$ cat src/rtl/uart_receiver_fifo.sv
// Oversampled UART receiver: mid-bit sampling, false-start rejection, optional parity,
// per-frame error flags, and a first-word-fall-through FIFO with a valid/ready output side.
module uart_receiver_fifo #(
   parameter int unsigned DATA_BITS  = 8,
   parameter int unsigned OVERSAMPLE = 16,
   parameter int unsigned PARITY     = 0,
   parameter int unsigned FIFO_DEPTH = 4
) (
   input  logic                 uart_samplig_clk,
   input  logic                 reset,
   input  logic                 RsRx,
   output logic                 valid,
   input  logic                 ready,
   output logic [DATA_BITS-1:0] received_data,
   output logic                 parity_err,
   output logic                 frame_err,
   output logic                 overrun
);

   localparam int unsigned CntW   = $clog2(OVERSAMPLE);
   localparam int unsigned BitW   = $clog2(DATA_BITS + 1);
   localparam int unsigned AddrW  = $clog2(FIFO_DEPTH);
   localparam int unsigned EntryW = DATA_BITS + 2;

   localparam logic [CntW-1:0] CntHalf = CntW'(OVERSAMPLE / 2 - 1);
   localparam logic [CntW-1:0] CntLast = CntW'(OVERSAMPLE - 1);
   localparam logic [BitW-1:0] BitLast = BitW'(DATA_BITS - 1);

   typedef enum logic [2:0] {StIdle, StStart, StData, StParity, StStop, StBreak} state_e;

   logic                 rx_meta_q, rx_s_q;
   state_e               state_q, state_d;
   logic [CntW-1:0]      cnt_q, cnt_d;
   logic [BitW-1:0]      bit_q, bit_d;
   logic [DATA_BITS-1:0] data_q, data_d;
   logic                 perr_q, perr_d;
   logic                 bit_end;
   logic                 push;
   logic [EntryW-1:0]    entry;

   logic [EntryW-1:0]    mem_q [FIFO_DEPTH];
   logic [AddrW:0]       wr_ptr_q, rd_ptr_q;
   logic                 empty, full, pop, wr_en;
   logic                 overrun_q;
   logic [EntryW-1:0]    head;

   always_ff @(posedge uart_samplig_clk) begin
      if (reset) begin
         rx_meta_q <= 1'b1;
         rx_s_q    <= 1'b1;
      end else begin
         rx_meta_q <= RsRx;
         rx_s_q    <= rx_meta_q;
      end
   end

   assign bit_end = (cnt_q == CntLast);

   always_ff @(posedge uart_samplig_clk) begin
      if (reset) begin
         state_q <= StIdle;
         cnt_q   <= '0;
         bit_q   <= '0;
         data_q  <= '0;
         perr_q  <= 1'b0;
      end else begin
         state_q <= state_d;
         cnt_q   <= cnt_d;
         bit_q   <= bit_d;
         data_q  <= data_d;
         perr_q  <= perr_d;
      end
   end

   always_comb begin
      state_d = state_q;
      cnt_d   = cnt_q + CntW'(1);
      bit_d   = bit_q;
      data_d  = data_q;
      perr_d  = perr_q;
      unique case (state_q)
         StIdle: begin
            cnt_d  = '0;
            bit_d  = '0;
            perr_d = 1'b0;
            if (!rx_s_q) state_d = StStart;
         end
         StStart: begin
            // A start bit that is high again at mid-bit is treated as a glitch.
            if (cnt_q == CntHalf) begin
               cnt_d   = '0;
               state_d = rx_s_q ? StIdle : StData;
            end
         end
         StData: begin
            if (bit_end) begin
               cnt_d  = '0;
               data_d = {rx_s_q, data_q[DATA_BITS-1:1]};
               if (bit_q == BitLast) begin
                  bit_d   = '0;
                  state_d = (PARITY != 0) ? StParity : StStop;
               end else begin
                  bit_d = bit_q + BitW'(1);
               end
            end
         end
         StParity: begin
            if (bit_end) begin
               cnt_d   = '0;
               perr_d  = (PARITY == 2) ? ~(^data_q ^ rx_s_q) : (^data_q ^ rx_s_q);
               state_d = StStop;
            end
         end
         StStop: begin
            if (bit_end) begin
               cnt_d   = '0;
               state_d = rx_s_q ? StIdle : StBreak;
            end
         end
         StBreak: begin
            cnt_d = '0;
            if (rx_s_q) state_d = StIdle;
         end
         default: state_d = StIdle;
      endcase
   end

   always_comb begin
      push  = (state_q == StStop) && bit_end;
      entry = {~rx_s_q, perr_q, data_q};
   end

   always_comb begin
      empty = (wr_ptr_q == rd_ptr_q);
      full  = (wr_ptr_q[AddrW] != rd_ptr_q[AddrW]) &&
              (wr_ptr_q[AddrW-1:0] == rd_ptr_q[AddrW-1:0]);
      pop   = !empty && ready;
      // A full FIFO still accepts a push when the head leaves in the same cycle.
      wr_en = push && (!full || pop);
   end

   always_ff @(posedge uart_samplig_clk) begin
      if (reset) begin
         wr_ptr_q  <= '0;
         rd_ptr_q  <= '0;
         overrun_q <= 1'b0;
      end else begin
         if (wr_en) wr_ptr_q <= wr_ptr_q + (AddrW + 1)'(1);
         if (pop)   rd_ptr_q <= rd_ptr_q + (AddrW + 1)'(1);
         overrun_q <= push && full && !pop;
      end
   end

   always_ff @(posedge uart_samplig_clk) begin
      if (wr_en) mem_q[wr_ptr_q[AddrW-1:0]] <= entry;
   end

   assign head    = mem_q[rd_ptr_q[AddrW-1:0]];
   assign valid   = !empty;
   assign overrun = overrun_q;
   assign {frame_err, parity_err, received_data} = valid ? head : '0;

endmodule

$ cat config.mk
export PLATFORM = sky130hd
export DESIGN_NAME = uart_receiver_fifo
export DESIGN_NICKNAME = d
export VERILOG_FILES = /design/src/rtl/uart_receiver_fifo.sv
export SDC_FILE = /design/constraint.sdc
export NUM_CORES = 1
export LEC_CHECK = 0
export ABC_AREA = 1
export BUFFER_PORTS_ARGS = -buffer_cell sky130_fd_sc_hd__buf_2
export CORE_MARGIN = 2
export CORE_UTILIZATION = 55
export CTS_CLUSTER_SIZE = 30
export DETAILED_ROUTE_END_ITERATION = 10
export GPL_TIMING_DRIVEN = 0
export PLACE_DENSITY = 0.73
export SKIP_CTS_REPAIR_TIMING = 1
export SYNTH_ARGS = -nofsm -noshare
export SYNTH_HDL_FRONTEND = slang
export SYNTH_SLANG_ARGS = --single-unit
$ cat constraint.sdc
create_clock -name uart_samplig_clk -period 2.6 [get_ports uart_samplig_clk]
set_input_delay 0.26 -clock uart_samplig_clk [delete_from_list [all_inputs] [get_ports uart_samplig_clk]]
set_output_delay 0.26 -clock uart_samplig_clk [all_outputs]
set_load 0.005 [all_outputs]
==> impl_metrics.json <==
{
  "status": "finished, final reports clean",
  "crit_path_cell_trace": "ha_1 -> nand2_1 -> nor2_2 -> inv_1 -> nor2_1 -> nand2_2 -> nor2_1",
  "setup_slack_ns": 0.305,
  "ant_nets": 0,
  "start_util_pct": 57.1,
  "die_w_microns": 79.6,
  "switching_power_w": 0.000482,
  "ys_seq_elements": 71,
  "final_nets": 389,
  "place_congestion": 0.872,
  "fin_hold_ws_ns": 0.100,
  "tritoncts": "built",
  "cts_buffers": 9,
  "vias": 2360,
  "yosysUniqueCellTypes": 26,
  "drive_above_1_share_pct": 11.0,
  "critPathRequiredTime_ns": 2.56,
  "cp.arrival_ns": 2.25,
  "ioPinCount": 16,
  "holdCritPathClass": "in -> reg",
  "routed_via_density": 5.19,
  "ys_seq_area_share_pct": 58.0,
  "p_per_area_nw_per_um2": 610,
  "critPathLaunchType": "register",
  "setup_tns_ns": 0,
  "synth_warnings": 0,
  "cp_max_fo": 10,
  "swShare_pct": 22.5,
  "portBuffers": 15,
  "cts_buffer_depth": 2,
  "finalCritPeriodShare_pct": 88.3,
  "slowest_stage": "nor2_1",
  "cap_viol_max_count": 0,
  "antenna_found_initial": 0,
  "routed_wl_mm": 6.01,
  "max-vdd-ir-drop_uv": 408,
  "finClkSkew_ns": 0.00895,
  "hold_viol": 0,
  "leakagePower_nw": 1.57,
  "setup_viol": 0,
  "power.share.clock_pct": 40.4,
  "cp_common_cell": "nor2_1",
  "rsz0062_at_grt": "false",
  "antenna_cells": 0,
  "grt_util_all_layers_pct": 20.6,
  "dieArea_sq_um": 6340,
  "seq_power_share_pct": 55.8,
  "syn_to_final_growth_pct": 11.6,
  "path_delay_family": "simple AND/OR/NAND/NOR gates",
  "fmax_mhz": 436,
  "power_frac_comb_pct": 3.9,
  "fin_util_pct": 63.7,
  "drtIter0Drc": 106,
  "clock_sinks": 71,
  "cell_internal_pwr_w": 0.00166,
  "tightest_slew_ns": 0.981,
  "route.detailed.drc": 0,
  "wl_per_cell_microns": 13.2,
  "overflow": 0,
  "total_power_w": 0.00214,
  "syn-mean-instance-area_sq_um": 8.93,
  "h-tree-depth": 3,
  "critPathBufInv": 1,
  "drtPass1Iterations": 4,
  "syn-cell-area_sq_um": 3140,
  "max_stage_delay_ns": 0.76,
  "period_minus_slack_ns": 2.30,
  "synthesis.nets": 363,
  "dp_slack_ns": 0.291,
  "grt_pass1_vias": 2161,
  "grt_max_degree": 14,
  "core_sq_um": 5510,
  "grt_pass1_wl_mm": 9.80,
  "dieHeight_microns": 79.6,
  "syn_inst": 352,
  "clk_pin_slew_ns": 0.08,
  "path_class": "reg -> reg",
  "slew_headroom_pct": 34.4,
  "end_kind": "register",
  "rows": 27,
  "final_max_slew_viol_count": 0,
  "cts-root-buf": "clkbuf_8",
  "place_hpwl_mm": 4.00,
  "clkLatencyLatePin_ns": 0.34
}
==> cell families after synthesis <==
family                     count (synthesis)  share of synthesized area [%]
buffers and inverters                     51                           6.13
and+or+nand+nor                          161                           21.3
adders and majority gates                  7                           2.79
AOI/OAI and AO/OA                         56                           10.2
xor gates and xnor gates                   6                           1.67
DFF                                       71                           58.0
==> synthesized netlist by cell type, drive strengths merged <==
| library cell | number | area (sq um) |
|---|---|---|
| nor4 | 1 | 6.26 |
| nor2 | 57 | 226 |
| nor3 | 3 | 15.0 |
| or2 | 3 | 18.8 |
| edfxtp | 40 | 1200 |
| o32ai | 10 | 87.6 |
| nand4 | 1 | 6.26 |
| dfxtp | 31 | 621 |
| buf | 1 | 5.00 |
| xnor2 | 1 | 8.76 |
| a211oi | 1 | 7.51 |
| o21ai | 26 | 130 |
| clkbuf | 9 | 33.8 |
| ha | 7 | 87.6 |
| xor2 | 5 | 43.8 |
| nand3 | 9 | 45.0 |
| nand3b | 1 | 7.51 |
| a21oi | 19 | 95.1 |
| inv | 41 | 154 |
| nand2 | 86 | 343 |
==> placed cells by master (no fill, tap or decap) <==
| cell type | n |
|---|---|
| nor4_1 | 1 |
| a21oi_1 | 19 |
| or2_1 | 1 |
| nand4_1 | 1 |
| ha_1 | 7 |
| inv_2 | 2 |
| xnor2_1 | 1 |
| or2_2 | 2 |
| edfxtp_1 | 40 |
| clkbuf_8 | 9 |
| clkbuf_1 | 10 |
| dfxtp_1 | 31 |
| nor2_2 | 2 |
| nor3_1 | 3 |
| clkinvlp_4 | 2 |
| nand3b_1 | 1 |
| a211oi_1 | 1 |
| buf_2 | 16 |
| nand2_1 | 82 |
| nor2_4 | 1 |
| bufinv_16 | 1 |
| xor2_1 | 5 |
| nand2_4 | 2 |
| o32ai_1 | 10 |
| clkinv_4 | 3 |
| nand3_1 | 9 |
| inv_1 | 39 |
| o21ai_0 | 26 |
| nor2_1 | 54 |
| nand2_2 | 2 |
==> power groups by stage <==
stage | logic [W] | registers [W] | clock network [W]
after CTS | 0.0000822 | 0.00119 | 0.000874
after floorplan | 0.0000640 | 0.00122 | 0
after detailed placement | 0.0000818 | 0.00122 | 0
final | 0.0000824 | 0.00119 | 0.000863
after global routing | 0.0000929 | 0.00119 | 0.000916
after global placement | 0.0000798 | 0.00122 | 0
==> cell type report <==
| type | count | area (sq um) |
|---|---|---|
| fillers | 482 | 2000 |
| flip-flops and latches | 71 | 1820 |
| multi-input cells | 230 | 1130 |
| inverters | 41 | 154 |
| clock buffers | 10 | 128 |
| well taps | 72 | 90.1 |
| repair buffers | 15 | 75.1 |
| clock inverters | 6 | 71.3 |
| plain buffers | 10 | 38.8 |
==> path summary, 6_finish.rpt <==
| path | from | endpoint | slack [ns] | cells past startpoint |
|---|---|---|---|---|
| setup / recovery | cnt_q[0] | mem_q[1][2] | 0.30 | 7 |
| hold / removal | RsRx | rx_meta_q | 0.10 | 2 |
| setup reg to reg | cnt_q[0] | mem_q[1][2] | 0.30 | 7 |
| hold reg to reg | rx_meta_q | rx_s_q | 0.42 | 1 |
==> per-stage QoR <==
| step | area, sq um | instances |
|---|---|---|
| floorplan | 3140 | 352 |
| global placement | 3310 | 439 |
| detailed placement | 3310 | 439 |
| CTS | 3510 | 455 |
| global route | 3510 | 455 |
| finish | 3510 | 455 |
==> per-layer routing <==
layer,part of all wire [%],up-vias,wire (microns),track usage (%)
li1,-,1208,-,-
met1,44,1095,2630,22.8
met2,51,45,3090,37.1
met3,3.1,12,188,5.54
met4,1.9,0,112,8.45
met5,0,-,0,0
==> flip-flops by register name, summed over array words and instances, names as in the netlist, named ones only <==
| signal | cells |
|---|---|
| state_q | 3 |
| rd_ptr_q | 3 |
| cnt_q | 4 |
| data_q | 8 |
| bit_q | 4 |
| wr_ptr_q | 3 |
| rx_s_q | 1 |
| mem_q | 40 |
| perr_q | 1 |
| rx_meta_q | 1 |
| overrun | 1 |
(Power assumes the default switching activity.)
